**config.mk**
```make
export PLATFORM = sky130hd
export DESIGN_NAME = arp_resolve_ctrl
export DESIGN_NICKNAME = d
export VERILOG_FILES = /design/src/rtl/arp_resolve_ctrl.sv
export SDC_FILE = /design/constraint.sdc
export NUM_CORES = 1
export LEC_CHECK = 0
export BUFFER_PORTS_ARGS = -buffer_cell sky130_fd_sc_hd__buf_2
export CORE_AREA = 2 2 162 164
export CTS_BUF_LIST = sky130_fd_sc_hd__clkbuf_8
export CTS_CLUSTER_DIAMETER = 100
export CTS_CLUSTER_SIZE = 14
export DETAILED_ROUTE_END_ITERATION = 6
export DIE_AREA = 0 0 164 166
export GPL_ROUTABILITY_DRIVEN = 0
export PLACE_DENSITY = 0.61
export SYNTH_ARGS = -nofsm -noshare
export SYNTH_HDL_FRONTEND = slang
export SYNTH_SLANG_ARGS = --single-unit
export TNS_END_PERCENT = 10
```
**constraint.sdc**
```tcl
create_clock -name clk -period 3.9 [get_ports clk]
set_input_delay 0.78 -clock clk [delete_from_list [all_inputs] [get_ports clk]]
set_output_delay 0.78 -clock clk [all_outputs]
set_load 0.01 [all_outputs]
```
**src/rtl/arp_resolve_ctrl.sv**
```systemverilog
// ARP resolution controller: arbitrates two requesters, queries the ARP cache and
// issues ARP requests with timed retries. Define ARP_RESOLVE_GATEWAY_EN for gateway routing.
module arp_resolve_ctrl #(
    parameter int unsigned RETRY_COUNT    = 4,
    parameter int unsigned RETRY_INTERVAL = 125000
) (
    input  logic        clk,
    input  logic        rst_n,
    input  logic        req0_valid,
    output logic        req0_ready,
    input  logic [31:0] req0_ip,
    input  logic        req1_valid,
    output logic        req1_ready,
    input  logic [31:0] req1_ip,
    output logic        resp_valid,
    input  logic        resp_ready,
    output logic        resp_id,
    output logic        resp_error,
    output logic [47:0] resp_mac,
    output logic        cache_req_valid,
    input  logic        cache_req_ready,
    output logic [31:0] cache_req_ip,
    input  logic        cache_resp_valid,
    output logic        cache_resp_ready,
    input  logic        cache_resp_error,
    input  logic [47:0] cache_resp_mac,
    output logic        arp_tx_valid,
    input  logic        arp_tx_ready,
    output logic [31:0] arp_tx_ip,
    input  logic        arp_rx_valid,
    input  logic [31:0] arp_rx_ip,
    input  logic [47:0] arp_rx_mac,
    input  logic [31:0] local_ip,
    input  logic [31:0] gateway_ip,
    input  logic [31:0] subnet_mask
);

    localparam int unsigned TW = $clog2(RETRY_INTERVAL);
    localparam int unsigned RW = $clog2(RETRY_COUNT + 1);

    typedef enum logic [2:0] {
        IDLE,
        QUERY,
        WAIT_CACHE,
        SEND_ARP,
        WAIT_REPLY,
        RESPOND
    } state_t;

    state_t          state_q, state_d;
    logic            rr_q, rr_d;
    logic            id_q, id_d;
    logic [31:0]     hop_q, hop_d;
    logic [47:0]     mac_q, mac_d;
    logic            err_q, err_d;
    logic [TW-1:0]   timer_q, timer_d;
    logic [RW-1:0]   retries_q, retries_d;

    logic            sel;
    logic [31:0]     sel_ip;
    logic [31:0]     sel_hop;
    logic            sel_bcast;
    logic            req_fire;

    // rr_q names the requester favoured when both are valid.
    assign sel      = (req0_valid && req1_valid) ? rr_q : req1_valid;
    assign sel_ip   = sel ? req1_ip : req0_ip;
    assign req_fire = rst_n && (state_q == IDLE) && (req0_valid || req1_valid);

`ifdef ARP_RESOLVE_GATEWAY_EN
    assign sel_bcast = (sel_ip == '1) || (sel_ip == (local_ip | ~subnet_mask));
    assign sel_hop   = ((sel_ip & subnet_mask) == (local_ip & subnet_mask)) ? sel_ip : gateway_ip;
`else
    logic cfg_unused;
    assign cfg_unused = ^{local_ip, gateway_ip, subnet_mask};
    assign sel_bcast  = (sel_ip == '1);
    assign sel_hop    = sel_ip;
`endif

    assign req0_ready       = req_fire && !sel;
    assign req1_ready       = req_fire && sel;
    assign cache_req_valid  = (state_q == QUERY);
    assign cache_req_ip     = hop_q;
    assign cache_resp_ready = (state_q == WAIT_CACHE);
    assign arp_tx_valid     = (state_q == SEND_ARP);
    assign arp_tx_ip        = hop_q;
    assign resp_valid       = (state_q == RESPOND);
    assign resp_id          = id_q;
    assign resp_error       = err_q;
    assign resp_mac         = mac_q;

    always_comb begin
        state_d   = state_q;
        rr_d      = rr_q;
        id_d      = id_q;
        hop_d     = hop_q;
        mac_d     = mac_q;
        err_d     = err_q;
        timer_d   = timer_q;
        retries_d = retries_q;
        case (state_q)
            IDLE: begin
                if (req_fire) begin
                    id_d  = sel;
                    hop_d = sel_hop;
                    if (sel_bcast) begin
                        mac_d   = '1;
                        err_d   = 1'b0;
                        state_d = RESPOND;
                    end else begin
                        state_d = QUERY;
                    end
                end
            end
            QUERY: begin
                if (cache_req_ready) state_d = WAIT_CACHE;
            end
            WAIT_CACHE: begin
                if (cache_resp_valid) begin
                    if (!cache_resp_error) begin
                        mac_d   = cache_resp_mac;
                        err_d   = 1'b0;
                        state_d = RESPOND;
                    end else begin
                        retries_d = RW'(RETRY_COUNT);
                        state_d   = SEND_ARP;
                    end
                end
            end
            SEND_ARP: begin
                if (arp_tx_ready) begin
                    timer_d = TW'(RETRY_INTERVAL - 1);
                    state_d = WAIT_REPLY;
                end
            end
            WAIT_REPLY: begin
                // A matching reply wins over an expiring timer in the same cycle.
                if (arp_rx_valid && (arp_rx_ip == hop_q)) begin
                    mac_d   = arp_rx_mac;
                    err_d   = 1'b0;
                    state_d = RESPOND;
                end else if (timer_q == '0) begin
                    if (retries_q > RW'(1)) begin
                        retries_d = retries_q - RW'(1);
                        state_d   = SEND_ARP;
                    end else begin
                        mac_d   = '0;
                        err_d   = 1'b1;
                        state_d = RESPOND;
                    end
                end else begin
                    timer_d = timer_q - TW'(1);
                end
            end
            RESPOND: begin
                if (resp_ready) begin
                    rr_d    = !id_q;
                    state_d = IDLE;
                end
            end
            default: state_d = IDLE;
        endcase
    end

    always_ff @(posedge clk) begin
        if (!rst_n) begin
            state_q   <= IDLE;
            rr_q      <= 1'b0;
            id_q      <= 1'b0;
            hop_q     <= '0;
            mac_q     <= '0;
            err_q     <= 1'b0;
            timer_q   <= '0;
            retries_q <= '0;
        end else begin
            state_q   <= state_d;
            rr_q      <= rr_d;
            id_q      <= id_d;
            hop_q     <= hop_d;
            mac_q     <= mac_d;
            err_q     <= err_d;
            timer_q   <= timer_d;
            retries_q <= retries_d;
        end
    end

endmodule

```
-- Yosys cells after proc, flatten, opt, wreduce, memory -nomap -nowiden
Cells that the tools add are included.
- memories kept: 0
- bits of input ports: 298
- bits in writable memories: 0
- memory bits (read-only): 0
- flip-flop bits (word level): 106
- latch bits: 0
- bitwise gates (word level): 0
- shifts and indexed selects: 0
- multiplexer cells: 39
- $add $sub $neg: 2
- equal/unequal tests: 21
- reduce and logical (&&, ||, !) cells: 20
- divide/modulo/power cells: 0
- order comparisons: 1
- multiply operators: 0
- operators by type and width (operator ; count):
    two-way mux 48 bit ; 7
    one-hot mux 48 bit (3 select lines) ; 1
    two-way mux 17 bit ; 3
    two-way mux 3 bit ; 15
    one-hot mux 17 bit (2 select lines) ; 1
    == test 32 bit ; 1
    == test 32 bit, second input constant ; 1
    two-way mux 32 bit ; 1
    one-hot mux 3 bit (6 select lines) ; 1
    zero test 17 bit ; 1
    subtractor 17 x 1 -> 17 bit, second input constant ; 1
    inequality test 2 bit, second input constant ; 8
    AND reduction 6 bit ; 2
    two-way mux 1 bit ; 8
    inequality test 2 x 1 -> 1 bit, second input constant ; 4
    AND reduction 7 bit ; 1
    == test 3 x 2 -> 1 bit, second input constant ; 2
    == test 3 bit, second input constant ; 2
    logical AND 1 bit ; 6
    inequality test 3 bit, second input constant ; 2
    one-hot mux 3 bit (2 select lines) ; 1
    AND reduction 2 bit ; 2
    AND reduction 4 bit ; 1
    nonzero test 2 bit ; 2
    8 further kinds ; 9

-- Depth between registers and ports, before layout
Gate-level depths: netlist of the first run.
- depth in word-level cells: 7
- depth in mapped cells: 11

-- Worst setup path after synthesis of the first run
OpenSTA, ideal clock, no wires.
- path type: input to output
- from: input req1_valid
- to: output req0_ready
- required time: 3.120 ns
- stages: 5
- slack: 1.186 ns
- arrival: 1.934 ns
- path buffers: 2
- cells stage by stage: o21ai_0 -> nor4_1 -> clkbuf_1 -> clkbuf_1 -> and2_1
- longest elaborated chain between the ends: 4
- ends and longest elaborated chain (element ; RTL line ; RTL):
    start, declared ; 12 ; input logic req1_valid,
    logical AND 1 bit ; 66 ; assign sel = (req0_valid && req1_valid) ? rr_q : req1_valid;
    two-way mux 1 bit ; 66 ;
    zero test 1 bit ; 80 ; assign req0_ready = req_fire && !sel;
    logical AND 1 bit * ; 80 ;
    end, declared ; 10 ; output logic req0_ready,
Mark *: on every way between the ends. The rest lies on a longest branch, timed or not.

-- Worst setup path after layout of the first run
- from: input arp_rx_ip[26]
- to: register mac_q[37], in the netlist resp_mac[37]
- longest elaborated chain between the ends: 4
- ends and longest elaborated chain (element ; RTL line ; RTL):
    start, declared ; 31 ; input logic [31:0] arp_rx_ip,
    == test 32 bit * ; 138 ; if (arp_rx_valid && (arp_rx_ip == hop_q)) begin
    logical AND 1 bit * ; 138 ;
    inequality test 3 bit (no line) or two-way mux 48 bit (tied branches) ; -- ;
    AND reduction 7 bit (no line) or one-hot mux 48 bit (3 select lines) (tied branches) ; -- ;
    end signal, assigned ; 180 ; mac_q <= mac_d;
    end, declared ; 54 ; logic [47:0] mac_q, mac_d;
Marked as above.
A chain may end at the register's enable or synchronous reset.

==> impl_metrics.py, run 1 <==
metrics = {
    "route": {
        "firstDrtPassIters": 6,
        "first_iter_violations": 383,
        "wirelength_um": 22780,
        "detail_route.wl_per_cell_um": 16.43,
        "post_drt_via_cell_ratio": 4.731,
        "ant_nets": 0,
        "drc": 0,
        "routed-via-count": 6557,
    },
    "placement": {
        "hpwl_um": 17760,
        "port_buffers": 321,
    },
    "clock_network": {
        "clk_latency_ps": 410,
        "cts_tree": "yes",
        "htree_levels": 3,
        "clk_path_buf_depth": 2,
        "post_cts.repair.setup_buffers": 0,
        "cts_resized": 0,
        "cts_hold_buf": 0,
        "cts_buffers": 9,
        "cts_sinks": 106,
        "clkTransAtPathRegs_ps": 120,
        "cts-root-buf": "clkbuf_8",
    },
    "grt": {
        "grt_max_degree": 66,
        "met3_usage": 0.04271,
        "gr-usage-met2": 0.3029,
        "overflow": 0,
        "met1_usage": 0.1769,
        "antenna_found_initial": 6,
        "grt_usage": 0.1607,
        "grt_pass1_vias": 6115,
        "grt_pass1_wl_um": 33820,
        "busiest_layer": "met2",
    },
    "logic_synthesis": {
        "synth-seq-area-share": 0.3508,
        "netlist_instances": 787,
        "synth_nets": 1088,
        "yosys_most_used_dff": "dfxtp_1",
        "ys_types": 49,
        "synth_most_common_cell": "nand2_1",
        "netlist_top_cells_count": "nand2_1 (135), dfxtp_1 (106), nor2_1 (96)",
        "synth_area_leaders": "dfxtp_1 (35%), nand2_1 (8.4%), mux2i_1 (8.1%), or3_1 (6.6%), nor2_1 (6.0%)",
        "yosysWarnings": 0,
        "synth_top_area_share": 0.3508,
        "syn_area_per_cell_sq_um": 7.687,
        "synth_area_sq_um": 6050,
        "synth-edff-count": 0,
        "synthArstFlopShare": 0,
        "synth_top_cell_by_area": "dfxtp_1",
        "synth-seq-cells": 106,
    },
    "sta": {
        "finalSetupViolCount": 0,
        "finalHoldViolations": 0,
        "slew_headroom": 0.4865,
        "tns_ps": 0,
        "worstMarginPinSlew_ps": 770.3,
        "fmax_ghz": 0.3387,
        "final.min_clock_period_ps": 2953,
        "rsz0062_at_grt": "false",
        "skew_ps": 33.39,
        "holdWs_ps": 463.3,
        "slew_violations": 0,
        "fin_crit_sh": 0.7571,
    },
    "cells_and_area": {
        "register_area_sq_um": 2122,
        "syn2layout_area_growth_pct": 31.40,
        "layout-drive-gt1-share": 0.3496,
        "fillers": 2805,
        "nNetsFinal": 1343,
        "multi_input_comb_area_sq_um": 3415,
    },
    "worst_setup_path": {
        "end_kind": "flip-flop",
        "cp.arrival_ps": 3230,
        "cp_max_fo": 42,
        "cp.required_ps": 4180,
        "critical_path_class": "in2reg",
        "critPathLaunchType": "primary input",
    },
    "floorplan": {
        "io_pins": 418,
        "fp.dieW_um": 164,
        "die_area_sq_um": 27220,
        "fp.dieH_um": 166,
        "coreArea_sq_um": 25620,
        "placementRows": 59,
        "start_util": 0.2362,
    },
    "pwr": {
        "p_per_area_nw_per_um2": 688.7,
        "p_leak_uw": 0.004072,
        "ir_drop_v": 0.0002494,
    },
    "hold_path": {
        "hold_path.class": "reg2reg",
    },
    "run_status": {
        "outcome": "complete, no violations",
    },
    "flow_run": {
        "maxCapViolations": 0,
    },
}
metrics by stage:
stage	util	total power, uW	cell area [sq um]	setup slack, ps	std cells
2_1_floorplan	-	3849	6050	1186	787
5_1_grt	0.3102	5948	7946	766.2	1385
3_5_place_dp	0.3016	4770	7726	392.5	1366
6_report	0.3103	5475	7949	947.4	1386
4_1_cts	0.3099	5540	7939	813.5	1382
3_3_place_gp	0.3016	4713	7726	372.6	1366
cell usage in the layout (no fill, tap or decap), drive strengths merged, types with 5 or more instances in the layout:
| cell | instances |
|---|---|
| nand4 | 14 |
| nand3 | 9 |
| xnor2 | 5 |
| buf | 335 |
| nor2 | 96 |
| o21ai | 12 |
| a311oi | 31 |
| inv | 13 |
| mux2i | 49 |
| nor3 | 8 |
| clkbuf | 9 |
| a211oi | 7 |
| nor4 | 13 |
| nand2 | 135 |
| a21oi | 68 |
| dfxtp | 106 |
| xor2 | 29 |
| or3 | 64 |
| or4 | 5 |
layer usage:
layer | vias to the layer above | part of all wire
met5 | - | 0.00088
met4 | 4 | 0.0066
met3 | 13 | 0.075
met2 | 286 | 0.52
met1 | 3017 | 0.39
li1 | 3237 | -
path summary, 6_finish.rpt:
kind | depth (start not counted) | start | slack [ps] | to
setup / recovery | 9 | arp_rx_ip[26] | 950 | resp_mac[37]
hold / removal | 2 | resp_mac[21] | 460 | resp_mac[21]
hold reg to reg | 2 | resp_mac[21] | 460 | resp_mac[21]
setup reg to reg | 8 | arp_tx_ip[26] | 1050 | resp_mac[37]
area by class of cell:
class                      count  area share
inverter                       9    0.004250
antenna                        4    0.001259
multi-input combinational    581      0.4296
tap                          335     0.05273
clock inverter                 7     0.01118
timing repair buffer         335      0.2185
sequential                   106      0.2670
clock buffer                   9     0.01558
worst max-delay path, stage by stage:
cell and delay (ps):
buf_2 100, xor2_1 130, nor4_1 480, nand4_1 290
nor4_4 570, buf_4 330, o211ai_4 120, buf_12 220
mux2i_1 150
registers in the layout, indices dropped and copies added (netlist names):
register	count
state_q	3
arp_tx_ip	32
resp_mac	48
resp_id	1
retries_q	3
resp_error	1
rr_q	1
timer_q	17
cell families after synthesis:
| group | synth area share |
|---|---|
| adders and majority gates | 0.006205 |
| and+or+nand+nor | 0.2761 |
| muxes | 0.08108 |
| AOI/OAI and AO/OA | 0.1471 |
| DFF | 0.3508 |
| buffers and inverters | 0.08956 |
| xor gates and xnor gates | 0.04922 |
power by group:
group	switching (uW)	internal (uW)	total [uW]	leakage, uW
Combinational	1610	1220	2830	0.00310
Sequential	366	1530	1890	0.000867
Clock	487	263	750	0.000107
(Power assumes the default switching activity.)
==> run 2: changes to the inputs <==
CORE_AREA = 2 2 163 165   (was 2 2 162 164)
DIE_AREA = 0 0 165 167   (was 0 0 164 166)
clock period = 3 ns   (was 3.9 ns; I/O delays follow)
==> impl_metrics.py, run 2 (synthesized netlist as in run 1, its figures left out) <==
metrics = {
    "clock_network": {
        "cts_sinks": 106,
        "clk_path_buf_depth": 2,
        "htree_levels": 3,
        "clkTransAtPathRegs_ps": 110,
        "cts_resized": 0,
        "cts_buffers": 9,
        "cts-root-buf": "clkbuf_8",
        "post_cts.repair.setup_buffers": 0,
        "cts_hold_buf": 0,
        "clk_latency_ps": 400,
        "cts_tree": "yes",
    },
    "pwr": {
        "seqPwrFrac": 0.337,
        "power_frac_comb": 0.524,
        "p_leak_uw": 0.004169,
        "p_total_uw": 7223,
        "p_sw_frac": 0.4396,
        "switchingPower_uw": 3175,
        "p_clk_frac": 0.140,
        "internal_power_uw": 4048,
        "ir_drop_v": 0.0003278,
        "p_per_area_nw_per_um2": 889.3,
    },
    "floorplan": {
        "io_pins": 418,
        "fp.dieW_um": 165,
        "start_util": 0.2348,
        "placementRows": 59,
        "fp.dieH_um": 167,
        "coreArea_sq_um": 25760,
        "die_area_sq_um": 27560,
    },
    "sta": {
        "slew_violations": 0,
        "rsz0062_at_grt": "false",
        "holdWs_ps": 461.0,
        "finalSetupViolCount": 0,
        "fmax_ghz": 0.3598,
        "skew_ps": 23.63,
        "finalHoldViolations": 0,
        "final.min_clock_period_ps": 2779,
        "fin_crit_sh": 0.9265,
        "slew_headroom": 0.5290,
        "worstMarginPinSlew_ps": 705.5,
    },
    "grt": {
        "overflow": 0,
        "grt_max_degree": 66,
        "grt_pass1_wl_um": 33760,
        "grt_usage": 0.1581,
        "antenna_found_initial": 6,
        "grt_pass1_vias": 6223,
    },
    "worst_setup_path": {
        "end_kind": "flip-flop",
        "r2r_setup_slack_ps": 220,
        "cp_max_fo": 36,
        "cp.required_ps": 3280,
        "critPathLaunchType": "flip-flop",
        "cp.arrival_ps": 3060,
        "critical_path_class": "reg2reg",
    },
    "cells_and_area": {
        "nNetsFinal": 1359,
        "layout-drive-gt1-share": 0.3594,
        "finalNonFillerCells": 1401,
        "syn2layout_area_growth_pct": 34.27,
        "mostFrequentLayoutCells": "buf_2 (321), nand2_1 (135), dfxtp_1 (106)",
        "largest_register_ffs": 48,
        "layout_commonest_cell": "buf_2",
        "register_area_sq_um": 2122,
        "multi_input_comb_area_sq_um": 3415,
        "fillers": 2785,
    },
    "route": {
        "ant_nets": 0,
        "wirelength_um": 22460,
        "firstDrtPassIters": 5,
        "first_iter_violations": 344,
        "post_drt_via_cell_ratio": 4.707,
        "routed-via-count": 6594,
        "detail_route.wl_per_cell_um": 16.03,
        "drc": 0,
    },
    "placement": {
        "dp.cells": 1382,
        "hpwl_um": 17850,
        "port_buffers": 321,
    },
    "hold_path": {
        "hold_path.class": "reg2reg",
    },
    "run_status": {
        "outcome": "complete, no violations",
    },
    "flow_run": {
        "maxCapViolations": 0,
    },
}
==> run 2: worst paths after layout <==
check                                   start      endpoint  cells past startpoint
worst min-delay path             resp_mac[26]  resp_mac[26]                      2
worst max-delay path            arp_tx_ip[26]  resp_mac[44]                     10
worst max register to register  arp_tx_ip[26]  resp_mac[44]                     10
worst min register to register   resp_mac[26]  resp_mac[26]                      2
==> run 2: cell type report <==
type,count,share of cell area
multi-input combinational,581,0.4204
sequential,106,0.2612
timing repair buffer,351,0.2348
tap,335,0.05160
clock buffer,9,0.01525
clock inverter,7,0.01171
inverter,9,0.004159
antenna,3,0.0009242
==> run 2: critical path: stages, from the launching register on <==
cell      delay [ps]
dfxtp_1          370
xor2_1           170
nor4_1           400
buf_4            190
nand4_1          180
nor4_4           450
buf_12           220
nand2b_1         180
o211ai_4         110
buf_12           200
mux2i_1          150
==> run 2: power by group through the flow <==
stage / Combinational [uW] / Clock, uW / Sequential (uW)
2_1_floorplan: 2420 / 0 / 2580
3_3_place_gp: 3760 / 0 / 2430
3_5_place_dp: 3820 / 0 / 2460
4_1_cts: 3820 / 1070 / 2440
5_1_grt: 4270 / 1100 / 2520
6_report: 3780 / 1010 / 2430
==> run 2: through the flow <==
stage | util | setup TNS, ps | area (sq um) | setup slack, ps
floorplan | - | 0 | 6050 | 546.6
global route | 0.3152 | 0 | 8120 | 55.04
global placement | 0.3065 | -4791 | 7896 | -108.1
detailed placement | 0.3065 | -6781 | 7896 | -143.6
CTS | 0.3150 | 0 | 8115 | 159.2
finish | 0.3153 | 0 | 8123 | 220.6
==> run 2: per-layer routing <==
| metal | vias to the layer above | routed length, um | global-route usage |
|---|---|---|---|
| met3 | 27 | 1811 | 0.04284 |
| met1 | 3024 | 8934 | 0.1791 |
| met5 | - | 30 | 0 |
| met4 | 4 | 406 | 0.04423 |
| met2 | 277 | 11270 | 0.2873 |
| li1 | 3262 | - | - |
